### src/rtl/game_ctrl.sv
// Cat-Mouse game sequencer: button debounce, IDLE/RUN/PAUSED/OVER FSM, tick gate.
// Define GAME_CTRL_SYNC_EN to add a 2-flop synchroniser ahead of each debouncer.
module game_ctrl_debounce #(
    parameter int W = 16
) (
    input  logic clk,
    input  logic rst_n,
    input  logic btn,
    output logic press
);

    logic         level;
    logic [W-1:0] cnt;
    logic         deb;
    logic         deb_prev;

`ifdef GAME_CTRL_SYNC_EN
    logic [1:0] sync;

    always_ff @(posedge clk or negedge rst_n) begin
        if (!rst_n) begin
            sync <= '0;
        end else begin
            sync <= {sync[0], btn};
        end
    end

    assign level = sync[1];
`else
    assign level = btn;
`endif

    // Release clears at once; only the press edge is filtered.
    always_ff @(posedge clk or negedge rst_n) begin
        if (!rst_n) begin
            cnt      <= '0;
            deb      <= 1'b0;
            deb_prev <= 1'b0;
            press    <= 1'b0;
        end else begin
            if (!level) begin
                cnt <= '0;
                deb <= 1'b0;
            end else if (&cnt) begin
                deb <= 1'b1;
            end else begin
                cnt <= cnt + 1'b1;
            end
            deb_prev <= deb;
            press    <= deb & ~deb_prev;
        end
    end

endmodule

module game_ctrl #(
    parameter int DEBOUNCE_W = 16,
    parameter int TICK_DIV   = 2500000,
    parameter int TICK_W     = 22
) (
    input  logic       clk,
    input  logic       rst_n,
    input  logic       pause_btn,
    input  logic       reset_btn,
    input  logic       game_over,
    output logic [1:0] state,
    output logic       run,
    output logic       game_tick,
    output logic       clear
);

    typedef enum logic [1:0] {
        IDLE   = 2'b00,
        RUN    = 2'b01,
        PAUSED = 2'b10,
        OVER   = 2'b11
    } state_t;

    state_t              state_q;
    state_t              state_d;
    logic                pause_press;
    logic                reset_press;
    logic [TICK_W-1:0]   tick_cnt;
    logic                tick_wrap;
    logic                stay_run;

    game_ctrl_debounce #(.W(DEBOUNCE_W)) u_pause_db (
        .clk   (clk),
        .rst_n (rst_n),
        .btn   (pause_btn),
        .press (pause_press)
    );

    game_ctrl_debounce #(.W(DEBOUNCE_W)) u_reset_db (
        .clk   (clk),
        .rst_n (rst_n),
        .btn   (reset_btn),
        .press (reset_press)
    );

    always_ff @(posedge clk or negedge rst_n) begin
        if (!rst_n) begin
            state_q <= IDLE;
        end else begin
            state_q <= state_d;
        end
    end

    always_comb begin
        state_d = state_q;
        priority case (1'b1)
            reset_press: begin
                state_d = IDLE;
            end
            game_over && (state_q == RUN): begin
                state_d = OVER;
            end
            pause_press: begin
                unique case (state_q)
                    IDLE:   state_d = RUN;
                    RUN:    state_d = PAUSED;
                    PAUSED: state_d = RUN;
                    OVER:   state_d = OVER;
                endcase
            end
            default: begin
                state_d = state_q;
            end
        endcase
    end

    assign tick_wrap = (tick_cnt == TICK_W'(TICK_DIV - 1));
    // Counting only on RUN->RUN edges keeps the frozen value intact across a pause.
    assign stay_run  = (state_q == RUN) && (state_d == RUN);

    always_ff @(posedge clk or negedge rst_n) begin
        if (!rst_n) begin
            tick_cnt  <= '0;
            game_tick <= 1'b0;
            clear     <= 1'b0;
        end else begin
            if ((state_d == IDLE) || (state_d == OVER)) begin
                tick_cnt <= '0;
            end else if (stay_run) begin
                tick_cnt <= tick_wrap ? '0 : tick_cnt + 1'b1;
            end
            game_tick <= stay_run && tick_wrap;
            clear     <= reset_press;
        end
    end

    assign state = state_q;
    assign run   = (state_q == RUN);

endmodule

### config.mk
export PLATFORM = sky130hd
export DESIGN_NAME = game_ctrl
export DESIGN_NICKNAME = d
export VERILOG_FILES = /design/src/rtl/game_ctrl.sv
export SDC_FILE = /design/constraint.sdc
export NUM_CORES = 1
export LEC_CHECK = 0
export ABC_AREA = 1
export CORE_MARGIN = 8
export CORE_UTILIZATION = 56
export CTS_CLUSTER_DIAMETER = 100
export CTS_CLUSTER_SIZE = 28
export DETAILED_ROUTE_END_ITERATION = 7
export GPL_ROUTABILITY_DRIVEN = 1
export PLACE_DENSITY = 0.77
export SLEW_MARGIN = 20
export SYNTH_ARGS = -nofsm -noshare
export SYNTH_HDL_FRONTEND = slang
export SYNTH_SLANG_ARGS = --single-unit
### constraint.sdc
create_clock -name clk -period 2 [get_ports clk]
set_input_delay 0.2 -clock clk [delete_from_list [all_inputs] [get_ports clk]]
set_output_delay 0.2 -clock clk [all_outputs]
set_load 0.02 [all_outputs]
==> impl_metrics.ini, run 1 <==
[power_and_ir_drop]
p_leak_nw = 1.95
peakVddDrop_v = 0.000459
p_per_area_nw_per_um2 = 639
total_power_mw = 2.64

[die]
dieArea_um2 = 9300
design.core.area_um2 = 6310
row_count = 29
initial_core_util_pct = 57.4
die_x_um = 96.4
ios = 10
die_h_um = 96.4

[synth]
synth_cell_types = 36
syn_avg_cell_area_um2 = 7.56
syn_inst = 479
synth_area_leaders = dfrtp_1 44%, nand2_1 13%, nor2_1 6.7%
synth_edf_count = 0
ys.flop_type = dfrtp_1
yosys_warnings = 0
synthArstFlopShare_pct = 100
ys_ff_latch = 64
syn_area_um2 = 3620
ys_seq_area_share_pct = 44.2
post-synth-top-area-cell = dfrtp_1
synthesis.nets = 489
synth_top_area_share_pct = 44.2
ys_top_cells_by_count = 122 x nand2_1, 65 x nor2_1, 64 x dfrtp_1
synth.most_common_cell = nand2_1

[setup_path]
cp_data_arrival_time_ns = 2.15
startpoint_type = flip-flop
cpMostUsedCell = buf_4
cp.required_ns = 2.28
cpPeakStageDelay_ns = 0.38
path_cells = inv_1 > nor2_1 > a221oi_2 > ha_1 > inv_2 > buf_4 > nand2_2 > nor2_2 > buf_4 > nand3_1 > nand2_1
r2r_slack_ns = 0.12
r2r_end = tick_cnt[21]$_DFFE_PN0P_
worstSetupEndpointType = flip-flop
slowest_stage = dfrtp_1
worstPathMaxFanout = 4
path_buf_inv = 4
critPathKind = flip-flop to flip-flop
r2r-start = u_pause_db.press$_DFF_PN0_
crit_family = buffers and inverters
worst_r2r_path_depth = 11

[hold_path]
hold_end = u_pause_db.deb_prev$_DFF_PN0_
hold_depth = 0
min_path_type = flip-flop to flip-flop
min_from = u_pause_db.deb$_DFFE_PN0P_

[global_routing]
grt_max_degree = 26
grt-ovfl-total = 0
grt_pass1_wl_um = 13300
antenna_found_initial = 0
grt_pass1_vias = 3024
grt_usage_pct = 18.3

[sta]
finalHoldWorstSlack_ns = 0.382
hold_viol = 0
period_share_pct = 93.8
fmax_mhz = 533
finClkSkew_ns = 0.0120
rsz0062_at_grt = no
slew_headroom_pct = 62.7
setup_tns_ns = 0
slew_viol_final = 0
max_slew.worst_pin.slew_ns = 0.559
finalWorstPathRequiredPeriod_ns = 1.88
setup_viol = 0
setup_ws_ns = 0.123

[route]
wirelength_um = 8080
vias = 3294
drc_errors = 0
antenna_left = 0
via_per_inst = 5.55
routedWlPerCell_um = 13.6
first_pass_iters = 4
first_iter_violations = 135

[placement]
dpl.hpwl_um = 5720
port-buffer-count = 9
dpl_cell_area_um2 = 3880
gp_routability_congestion = 0.947
dp.cells = 574
place_ws_ns = -0.222

[clocking]
htreeDepth = 3
cts_buffer_depth = 2
clock-sinks = 64
clk_pin_slew_worst_paths_ns = 0.07
root_buffer = clkbuf_8
clk_latency_ns = 0.35
cts-buffers-inserted = 9
cts_tree = done

[finish]
n_antenna_cell = 0
drive_gt1_share_pct = 13.3
area_growth_pct = 14.0
nFillCells = 533
final_util_pct = 65.4
final_area_um2 = 4130
fin_cells = 594
nNetsFinal = 522

[run]
maxCapViolations = 0

[outcome]
status = finished, final reports clean
-- routing by layer --
metal  track usage (%)  routed length, um  up-vias
met4              10.3                263        0
li1                  -                  -     1629
met2              30.5               3920       97
met1              22.0               3540     1542
met5                 0                  0        -
met3              3.32                361       26
-- how the worst max path moves through the flow --
stage                                     from                        to  slack [ns]  cells past startpoint
global route        u_pause_db.press$_DFF_PN0_  tick_cnt[21]$_DFFE_PN0P_        0.01                     12
detailed placement                   game_over   tick_cnt[8]$_DFFE_PN0P_       -0.22                     10
global placement                     game_over   tick_cnt[8]$_DFFE_PN0P_       -0.16                     10
floorplan                   state[0]$_DFF_PN0_   tick_cnt[6]$_DFFE_PN0P_       0.003                     10
finish              u_pause_db.press$_DFF_PN0_  tick_cnt[21]$_DFFE_PN0P_        0.12                     11
CTS                 u_pause_db.press$_DFF_PN0_  tick_cnt[21]$_DFFE_PN0P_        0.03                     11
-- cells by family after synthesis --
group                    Yosys count  share of synthesized area [%]
buffers and inverters             60                           6.74
AO/OA/AOI/OAI                     44                           7.12
adder cells (fa/ha/maj)            5                           1.73
XOR/XNOR                          12                           2.90
flip-flops                        64                           44.2
AND/OR/NAND/NOR                  294                           37.3
-- state kept, by name (all words and copies together), names as in the netlist --
register,cells
u_reset_db.deb_prev,1
u_pause_db.press,1
u_pause_db.deb,1
state,2
u_pause_db.deb_prev,1
u_pause_db.cnt,16
game_tick,1
tick_cnt,22
clear,1
u_reset_db.deb,1
u_reset_db.cnt,16
u_reset_db.press,1
-- cell usage in the layout (no fill, tap or decap), drive strengths merged, types with 3 or more instances in the layout --
cell type      instances
nor3                  16
buf                   17
nand3                 47
nand4                 19
dfrtp                 64
nor2                  75
xnor2                  3
clkbuf                13
a31oi                  8
or2                    3
inv                   54
nand2                130
o21bai                 3
xor2                   9
o21ai                 21
clkdlybuf4s50          8
a21oi                  7
clkinv                 3
ha                     5
-- where the power goes --
part	switching (mW)	internal [mW]
Sequential	0.0126	1.31
Clock	0.494	0.641
Combinational	0.119	0.0653
Total	0.625	2.01
-- cell type report --
| class | instances | area (um^2) | share of cell area (%) |
|---|---|---|---|
| Multi-Input combinational cell | 356 | 1800 | 43.5 |
| Sequential cell | 64 | 1600 | 38.8 |
| Timing Repair Buffer | 26 | 228 | 5.52 |
| Inverter | 55 | 208 | 5.03 |
| Clock buffer | 13 | 159 | 3.85 |
| Tap cell | 77 | 96.3 | 2.33 |
| Clock inverter | 3 | 40.0 | 0.970 |
-- timing repair --
| action | 4_1_cts | 5_1_grt |
|---|---|---|
| cloned | 0 | 1 |
| setup endpoints to repair | 1 | 15 |
| hold endpoints to repair | 22 | 0 |
| buffers inserted | 0 | 2 |
| pin swaps | 0 | 3 |
| hold buffers | 1 | 0 |
| resized for setup | 1 | 4 |
Note: power is estimated with default switching activity, not from simulation.
==> run 2: changes to the inputs <==
- CORE_UTILIZATION: 56 -> 58
- CTS_BUF_LIST: unset -> sky130_fd_sc_hd__clkbuf_4 sky130_fd_sc_hd__clkbuf_8
- PLACE_DENSITY: 0.77 -> 0.8
==> impl_metrics.ini, run 2 (synthesis gave the netlist of run 1 again) <==
[setup_path]
path_buf_inv = 4
crit_family = buffers and inverters
cpPeakStageDelay_ns = 0.39
slowest_stage = dfrtp_1
worstSetupEndpointType = flip-flop
startpoint_type = flip-flop
critPathKind = flip-flop to flip-flop
worstPathMaxFanout = 4
path_cells = inv_1 > nor2_1 > a221oi_2 > ha_1 > inv_1 > buf_4 > nand2_2 > nor2_2 > buf_4 > nand3_1 > nand2_1
cp.required_ns = 2.28
cp_data_arrival_time_ns = 2.22

[die]
die_h_um = 95.0
die_x_um = 95.0
ios = 10
initial_core_util_pct = 60.5
row_count = 28
design.core.area_um2 = 5990
dieArea_um2 = 9030

[finish]
nFillCells = 487
regMostFlops = tick_cnt
multi_input_area_um2 = 1790
layout_commonest_cell = nand2_1
reg.largest.list = tick_cnt: 22 flops, u_pause_db.cnt: 16 flops, u_reset_db.cnt: 16 flops
n_antenna_cell = 0
area_growth_pct = 12.8
final_cell_mix = 122 x nand2_1, 64 x nor2_1, 64 x dfrtp_1
ff_latch_area_um2 = 1600
largest_register_ffs = 22
nNetsFinal = 517
drive_gt1_share_pct = 12.9

[placement]
dpl.hpwl_um = 5810
gp_routability_congestion = 0.936
place_ws_ns = -0.227
port-buffer-count = 9

[power_and_ir_drop]
total_power_mw = 2.58
p_per_area_nw_per_um2 = 632
p_leak_nw = 1.92
peakVddDrop_v = 0.000363

[sta]
slew_viol_final = 0
max_slew.worst_pin.slew_ns = 0.486
setup_tns_ns = 0
setup_ws_ns = 0.0615
fmax_mhz = 516
slew_headroom_pct = 67.4
finalWorstPathRequiredPeriod_ns = 1.94
hold_viol = 0
setup_viol = 0
period_share_pct = 96.9
finClkSkew_ns = 0.00520

[route]
drc_errors = 0
via_per_inst = 5.57
routedWlPerCell_um = 13.7
antenna_left = 0
first_iter_violations = 151
wirelength_um = 8070
vias = 3269
first_pass_iters = 5

[clocking]
cts-buffers-inserted = 9
clk_latency_ns = 0.34
root_buffer = clkbuf_8
clock-sinks = 64
cts_buffer_depth = 2
postCtsSetupRepairBufs = 0
cts_tree = done
htreeDepth = 3
clk_pin_slew_worst_paths_ns = 0.07

[run]
maxCapViolations = 0

[global_routing]
grt_pass1_vias = 3113
antenna_found_initial = 0
grt_pass1_wl_um = 13600
grt_max_degree = 48
grt-ovfl-total = 0
grt_usage_pct = 19.2

[outcome]
status = finished, final reports clean

[hold_path]
min_path_type = input pin to async pin
## run 2: worst register-to-register path: cells and delay by family, from the launching register on
family / cells / cell delay [ns]
DFF: 1 / 0.39
buffers and inverters: 4 / 0.52
and+or+nand+nor: 5 / 0.39
AOI/OAI and AO/OA: 1 / 0.30
adders and majority gates: 1 / 0.28
## run 2: per-layer routing
metal	global-route usage [%]	vias up	share of wire, %
met3	4.25	21	4.7
met2	31.5	94	49
met4	11.2	0	2.9
li1	-	1612	-
met5	0	-	0
met1	22.8	1542	43
## run 2: final cells by class
class	instances	share of cell area, %
Clock inverter	6	1.47
Tap cell	75	2.30
Clock buffer	10	3.21
Timing Repair Buffer	22	4.84
Sequential cell	64	39.2
Inverter	55	5.08
Multi-Input combinational cell	355	43.9
## run 2: report_power, final
part	internal (mW)	switching, mW	total (mW)
Combinational	0.0526	0.113	0.166
Clock	0.582	0.514	1.10
Sequential	1.31	0.0128	1.32
## run 2: final timing paths
path	startpoint	depth (start not counted)	slack [ns]	endpoint
setup / recovery	u_pause_db.press$_DFF_PN0_	11	0.06	tick_cnt[20]$_DFFE_PN0P_
hold / removal	rst_n	2	0.33	tick_cnt[12]$_DFFE_PN0P_
setup reg to reg	u_pause_db.press$_DFF_PN0_	11	0.06	tick_cnt[20]$_DFFE_PN0P_
hold reg to reg	u_pause_db.deb$_DFFE_PN0P_	0	0.38	u_pause_db.deb_prev$_DFF_PN0_
max in group asynchronous	rst_n	3	1.08	u_pause_db.cnt[13]$_DFFE_PN0P_
min in group clk	u_pause_db.deb$_DFFE_PN0P_	0	0.38	u_pause_db.deb_prev$_DFF_PN0_
## run 2: stage by stage
| step | util, % | instance area (um^2) | cells | hold slack [ns] |
|---|---|---|---|---|
| 6_report | 68.2 | 4090 | 587 | 0.326 |
| 5_1_grt | 68.2 | 4090 | 587 | 0.360 |
| 4_1_cts | 67.9 | 4070 | 587 | 0.324 |
| 3_5_place_dp | 64.6 | 3870 | 570 | 0.169 |
| 3_3_place_gp | 64.6 | 3870 | 570 | 0.160 |
| 2_1_floorplan | - | 3620 | 479 | -0.0956 |
## run 2: repair_timing
item | in CTS | in global routing
gates resized for setup | 0 | 4
hold endpoints to repair | 17 | 0
setup endpoints to repair | 0 | 22
hold buffers | 1 | 0
